==> src/rtl/regfile_wb_arbiter.sv <==
// Round-robin write-back arbiter for the register file, plus an in-flight destination scoreboard for RAW stalls.
// Optional macro WB_FWD_EN adds write-port forwarding outputs and removes the write-cycle stall bubble.
`timescale 1ns/1ps
module regfile_wb_arbiter #(
   parameter int NREQ   = 3,
   parameter int DATA_W = 32,
   parameter int ADDR_W = 5
) (
   input  logic                   clock,
   input  logic                   reset_n,
   input  logic [NREQ-1:0]        req_valid,
   input  logic [NREQ*ADDR_W-1:0] req_rd,
   input  logic [NREQ*DATA_W-1:0] req_data,
   output logic [NREQ-1:0]        req_ready,
   input  logic                   issue_valid,
   input  logic [ADDR_W-1:0]      issue_rd,
   input  logic [ADDR_W-1:0]      rs1,
   input  logic [ADDR_W-1:0]      rs2,
`ifdef WB_FWD_EN
   output logic                   fwd1_valid,
   output logic                   fwd2_valid,
   output logic [DATA_W-1:0]      fwd1_data,
   output logic [DATA_W-1:0]      fwd2_data,
`endif
   output logic                   stall,
   output logic                   RegWrite,
   output logic [ADDR_W-1:0]      rd,
   output logic [DATA_W-1:0]      write_data
);

   localparam int PTR_W = (NREQ > 1) ? $clog2(NREQ) : 1;
   localparam int NREGS = 1 << ADDR_W;

   logic [PTR_W-1:0]  r_rr_ptr;
   logic              r_regwrite;
   logic [ADDR_W-1:0] r_rd;
   logic [DATA_W-1:0] r_wdata;
   logic [NREGS-1:0]  r_busy;

   logic [PTR_W-1:0]  w_idx_k;
   logic [PTR_W-1:0]  w_gnt_idx;
   logic [PTR_W-1:0]  w_ptr_nxt;
   logic              w_found;
   logic              w_hs;
   logic [NREQ-1:0]   w_grant;
   logic [ADDR_W-1:0] w_gnt_rd;
   logic [DATA_W-1:0] w_gnt_data;
   logic [NREGS-1:0]  w_busy_nxt;
   logic              w_hz1;
   logic              w_hz2;

   function automatic logic [PTR_W-1:0] wrap_add(input logic [PTR_W-1:0] p, input int k);
      int s;
      s = int'(p) + k;
      if (s >= NREQ) s = s - NREQ;
      return s[PTR_W-1:0];
   endfunction

   // Scan starting at the round-robin pointer; first valid requester wins.
   always_comb begin
      w_found   = 1'b0;
      w_gnt_idx = '0;
      w_idx_k   = '0;
      for (int k = 0; k < NREQ; k++) begin
         w_idx_k = wrap_add(r_rr_ptr, k);
         if (!w_found && req_valid[w_idx_k]) begin
            w_found   = 1'b1;
            w_gnt_idx = w_idx_k;
         end
      end
      w_hs    = w_found & reset_n;
      w_grant = '0;
      if (w_hs) w_grant[w_gnt_idx] = 1'b1;
   end

   assign req_ready  = w_grant;
   assign w_ptr_nxt  = wrap_add(w_gnt_idx, 1);
   assign w_gnt_rd   = req_rd[w_gnt_idx*ADDR_W +: ADDR_W];
   assign w_gnt_data = req_data[w_gnt_idx*DATA_W +: DATA_W];

   // Writes to x0 are accepted from the requester but never reach the register file.
   always_ff @(posedge clock or negedge reset_n) begin
      if (!reset_n) begin
         r_regwrite <= 1'b0;
         r_rd       <= '0;
         r_wdata    <= '0;
         r_rr_ptr   <= '0;
      end else begin
         r_regwrite <= w_hs && (w_gnt_rd != '0);
         if (w_hs) begin
            r_rd     <= w_gnt_rd;
            r_wdata  <= w_gnt_data;
            r_rr_ptr <= w_ptr_nxt;
         end
      end
   end

   assign RegWrite   = r_regwrite;
   assign rd         = r_rd;
   assign write_data = r_wdata;

   // Set is applied after clear so a newly issued producer of the same register stays pending.
   always_comb begin
      w_busy_nxt = r_busy;
      if (r_regwrite) w_busy_nxt[r_rd] = 1'b0;
      if (issue_valid && !stall && (issue_rd != '0)) w_busy_nxt[issue_rd] = 1'b1;
      w_busy_nxt[0] = 1'b0;
   end

   always_ff @(posedge clock or negedge reset_n) begin
      if (!reset_n) r_busy <= '0;
      else          r_busy <= w_busy_nxt;
   end

`ifdef WB_FWD_EN
   assign fwd1_valid = r_regwrite && (r_rd == rs1) && (rs1 != '0);
   assign fwd2_valid = r_regwrite && (r_rd == rs2) && (rs2 != '0);
   assign fwd1_data  = r_wdata;
   assign fwd2_data  = r_wdata;
   assign w_hz1      = (rs1 != '0) && r_busy[rs1] && !fwd1_valid;
   assign w_hz2      = (rs2 != '0) && r_busy[rs2] && !fwd2_valid;
`else
   assign w_hz1      = (rs1 != '0) && r_busy[rs1];
   assign w_hz2      = (rs2 != '0) && r_busy[rs2];
`endif

   assign stall = w_hz1 | w_hz2;

endmodule

==> config.mk <==
export PLATFORM = sky130hd
export DESIGN_NAME = regfile_wb_arbiter
export DESIGN_NICKNAME = d
export VERILOG_FILES = /design/src/rtl/regfile_wb_arbiter.sv
export SDC_FILE = /design/constraint.sdc
export NUM_CORES = 1
export LEC_CHECK = 0
export CORE_ASPECT_RATIO = 0.6
export CORE_MARGIN = 2
export CORE_UTILIZATION = 47
export CTS_CLUSTER_SIZE = 40
export DETAILED_ROUTE_END_ITERATION = 6
export PLACE_DENSITY = 0.85
export SLEW_MARGIN = 20
export SYNTH_ARGS = -nofsm -noshare
export SYNTH_HDL_FRONTEND = slang
export SYNTH_SLANG_ARGS = --single-unit
export TNS_END_PERCENT = 1
==> constraint.sdc <==
create_clock -name clock -period 6.21 [get_ports clock]
set_input_delay 1.242 -clock clock [delete_from_list [all_inputs] [get_ports clock]]
set_output_delay 1.242 -clock clock [all_outputs]
set_load 0.01 [all_outputs]
-- After elaboration in Yosys (flattened, before gate mapping)
Cells that the tools add are included.
- bits in registers: 71
- bits of input ports: 132
- output and inout bits: 42
- logic and storage cells: 81
- add/subtract/negate cells: 7
- $mul: 1
- $lt $le $gt $ge: 15
- shift-type cells: 2
- muxes and demuxes: 29
- bitwise logic cells: 5
- reductions and logical operators: 17
- operators by type and width (cell ; number):
    variable part select 96 x 8 -> 32 bit ; 1
    2-to-1 mux 32 bit ; 2
    bitwise AND 32 bit ; 1
    NOT 32 bit ; 1
    bitwise OR 32 bit ; 1
    less-than comparator 5 x 6 -> 1 bit (second input constant) ; 4
    nonzero test 5 bit ; 4
    variable part select 15 x 6 -> 5 bit ; 1
    2-to-1 mux 2 bit ; 7
    less-than comparator 2 x 3 -> 1 bit (second input constant) ; 4
    2-to-1 mux 1 bit ; 11
    binary-select mux 1 bit (select 5 bit) ; 2
    demux 1 bit (select 5 bit) ; 2
    greater-or-equal comparator 5 x 1 -> 1 bit (second input constant) ; 2
    logical AND 1 bit ; 10
    greater-or-equal comparator 3 x 2 -> 1 bit (second input constant) ; 3
    subtractor 2 bit (second input constant) ; 4
    adder 2 x 1 -> 3 bit (second input constant) ; 2
    binary-select mux 1 bit (select 2 bit) ; 3
    multiplier 2 x 3 -> 5 bit (second input constant) ; 1
    adder 2 x 2 -> 3 bit (second input constant) ; 1
    zero test 1 bit ; 3
    2-to-1 mux 3 bit ; 1
    demux 1 bit (select 2 bit) ; 1
    other kinds (4) ; 4

-- Depth between registers and ports, before layout
- depth after elaboration: 16
- depth in mapped cells: 13
- gate-level depth less buffers: 11

-- Worst setup path before layout
OpenSTA, ideal clock, no wires.
- path kind: input port to output port
- from: in rs1[0]
- to: out stall
- arrival: 2.854 ns
- data required time: 4.968 ns
- slack: 2.114 ns
- stages on the path: 6
- buffers on the path: 2
- path through: buf_2 mux4_2 mux4_2 mux2i_1 nand2_1 buf_2
- word-level cells in the longest chain between the ends: 4
- elaborated cells on any way between the ends: 5
- classes of those cells: mux (2); bitwise (1); reduce/logical (2)
- RTL lines (item ; RTL line ; source):
    from (decl) ; 17 ; input logic [ADDR_W-1:0] rs1,
    binary-select mux 1 bit (select 5 bit) ; 123 ; assign w_hz1 = (rs1 != '0) && r_busy[rs1];
    2-to-1 mux 1 bit (not written as such) ; 123 ;
    logical AND 1 bit (*) ; 123 ;
    bitwise OR 1 bit (*) ; 127 ; assign stall = w_hz1 | w_hz2;
    to (decl) ; 25 ; output logic stall,
Mark *: on every way between the ends. The rest lies on a longest branch, timed or not. The select of a mux whose other input is x is not followed.

-- Final worst setup path
- from: in rs2[0]
- to: out stall
- word-level cells in the longest chain between the ends: 4
- elaborated cells on any way between the ends: 5
- classes of those cells: mux (2); bitwise (1); reduce/logical (2)
- RTL lines (item ; RTL line ; source):
    from (decl) ; 18 ; input logic [ADDR_W-1:0] rs2,
    binary-select mux 1 bit (select 5 bit) ; 124 ; assign w_hz2 = (rs2 != '0) && r_busy[rs2];
    2-to-1 mux 1 bit (not written as such) ; 124 ;
    logical AND 1 bit (*) ; 124 ;
    bitwise OR 1 bit (*) ; 127 ;
Marks and branches as above.

==> flow_summary.ini <==
[clock_tree]
ctsHoldBuffers = 0
cts_resized = 0
clock-sinks = 71
clk-insertion-delay-late_ns = 0.34
cts_setup_buffers = 0
clockBufferDepth = 2
cts_root_buf = clkbuf_16
cts_tree = built
h-tree-depth = 3
path_clk_slew_ns = 0.05
numCtsBuffers = 9

[setup_path]
startpoint_type = input pin
crit_start = rs2[0]
worstSetupPathType = in -> out
critPathArrivalTime_ns = 4.07
timing.rr.start = r_rr_ptr[1]
cp-end-kind = output port
critPathMaxFanout = 32
required_ns = 4.97

[synth]
seq_area_frac_synth_pct = 40.50
yosys.area.top_type = dfrtp_1
synth_edf_count = 0
yosys_warnings = 0
synthTopCellsByArea = dfrtp_1, mux2i_1, mux4_2
avgSynthCellArea_um2 = 10.42
ys_ff_latch = 71
synth_flop_cell = dfrtp_1
syn_nets = 559
synth_cell_types = 34
async_reset_ff_share_pct = 100.0
netlist_area_um2 = 4387
synth_top_area_share_pct = 40.50
synthCells = 421

[sta]
finalSetupViolCount = 0
rsz0062_at_grt = false
fmax_ghz = 0.1883
tightest_slew_ns = 0.8795
slew_violations = 0
relSlewSlack_pct = 41.36
fin_tns_setup_ns = 0
finalCritPeriodShare_pct = 85.50
skew_ns = 0.007610
period_minus_slack_ns = 5.310
hold_violations = 0

[power_and_ir_drop]
ir_drop_mv = 0.2394
p_per_area_nw_per_um2 = 455.0
power_leakage_uw = 0.002763

[cells_and_area]
syn2layout_area_growth_pct = 47.09
layout_common_cells = clkdlybuf4s50_1, dfrtp_1, mux2i_1, nor2_1, o21ai_0
seq_area_um2 = 1777
final_cells = 698
drive_gt1_share_pct = 8.935
fin_util_pct = 70.74
final.fill_count = 671
diodes = 0
final_common_cell = clkdlybuf4s50_1
multi_input_area_um2 = 2471
nNetsFinal = 715

[global_route]
antenna_found_initial = 0
grt_pass1_vias = 4279
gr-total-overflow = 0
grt.total_usage_pct = 29.47
grt_first_pass_wirelength_um = 22750
grt_start_max_net_pins = 75

[detailed_routing]
wire_per_inst_um = 20.28
wirelength_um = 14160
drt-initial-drc-count = 447
drc = 0
via_per_inst = 6.115
num_vias = 4268
ant_nets = 0
drtPass1Iterations = 4

[hold_path]
hp-class = reg -> reg
holdCritStartpoint = write_data[11]

[floorplan]
die-area_um2 = 10150
rows = 27
io_pins = 174
die_x_um = 128.7
initial_core_util_pct = 48.09
die_y_um = 78.84
core_region_area_um2 = 9121

[place]
hpwl_um = 10640
dpl.cell_count = 682
gp_congestion = 1.000
port-buffer-count = 173

[flow_run]
maxCapViolCount = 0

[run_status]
status = finished clean
[critical path, cell delays in order]
cell and delay [ns]:
clkdlybuf4s50_1 0.79, mux4_2 0.58, mux4_2 0.48, mux2i_1 0.15, nand2_1 0.06, buf_4 0.23
clkdlybuf4s50_1 0.52
[synth_stat cells, types with 11 or more instances]
library cell	count
dfrtp_1	71
mux2i_1	45
nor2_1	45
o21ai_0	36
a211oi_1	34
a21o_1	34
o31ai_1	32
clkbuf_1	20
mux4_2	18
nand2_1	14
nand3b_1	13
buf_2	11
[layer usage]
layer | vias up | GRT usage [%] | share of wire, %
li1 | 1931 | - | -
met1 | 2056 | 38.57 | 40
met2 | 233 | 45.98 | 46
met3 | 48 | 9.906 | 11
met4 | 0 | 10.54 | 3.0
met5 | - | 0 | 0
[worst paths after layout]
kind	endpoint	slack, ns	cells past startpoint
worst min-delay path	write_data[11]	0.47	1
min in group asynchronous	write_data[12]	1.15	2
worst max-delay path	stall	0.90	7
max in group asynchronous	r_busy[28]	4.50	2
worst max register to register	write_data[16]	2.92	9
worst min register to register	write_data[11]	0.47	1
[where the power goes]
| group | leakage [uW] | total (uW) | internal (uW) | switching (uW) |
|---|---|---|---|---|
| Sequential | 0.000829 | 911 | 690 | 221 |
| Clock | 0.000126 | 473 | 272 | 201 |
| Combinational | 0.00181 | 1550 | 793 | 758 |
| Total | 0.00276 | 2940 | 1760 | 1180 |
[sequential cells by signal, summed over array words and instances, names as in the netlist]
register	cells
r_rr_ptr	2
rd	5
write_data	32
RegWrite	1
r_busy	31
[logic make-up after synthesis]
family / after synthesis / synth area share [%]
AO/OA/AOI/OAI: 149 / 23.39
adder cells (fa/ha/maj): 6 / 1.711
buffers and inverters: 38 / 3.565
flip-flops: 71 / 40.50
multiplexers: 68 / 20.79
AND/OR/NAND/NOR: 89 / 10.04
[through the flow]
| stage | hold slack [ns] | cell area (um^2) | total power, uW | setup slack [ns] |
|---|---|---|---|---|
| after floorplan | 0.4852 | 4387 | 1786 | 2.114 |
| after global placement | 0.4609 | 6178 | 2375 | 0.9457 |
| after detailed placement | 0.4650 | 6178 | 2433 | 0.8937 |
| after CTS | 0.4779 | 6452 | 2930 | 0.8854 |
| after global routing | 0.4902 | 6452 | 3112 | 0.7317 |
| final | 0.4712 | 6452 | 2936 | 0.9003 |
[final cells by class]
| class | instances | area share, % |
|---|---|---|
| tap | 116 | 2.249 |
| clock buffer | 10 | 3.549 |
| clock inverter | 6 | 0.6981 |
| inverter | 5 | 0.2909 |
| multi-input combinational | 312 | 38.30 |
| timing repair buffer | 178 | 27.38 |
| sequential | 71 | 27.54 |
No activity file was read; power rests on OpenSTA's default activity.
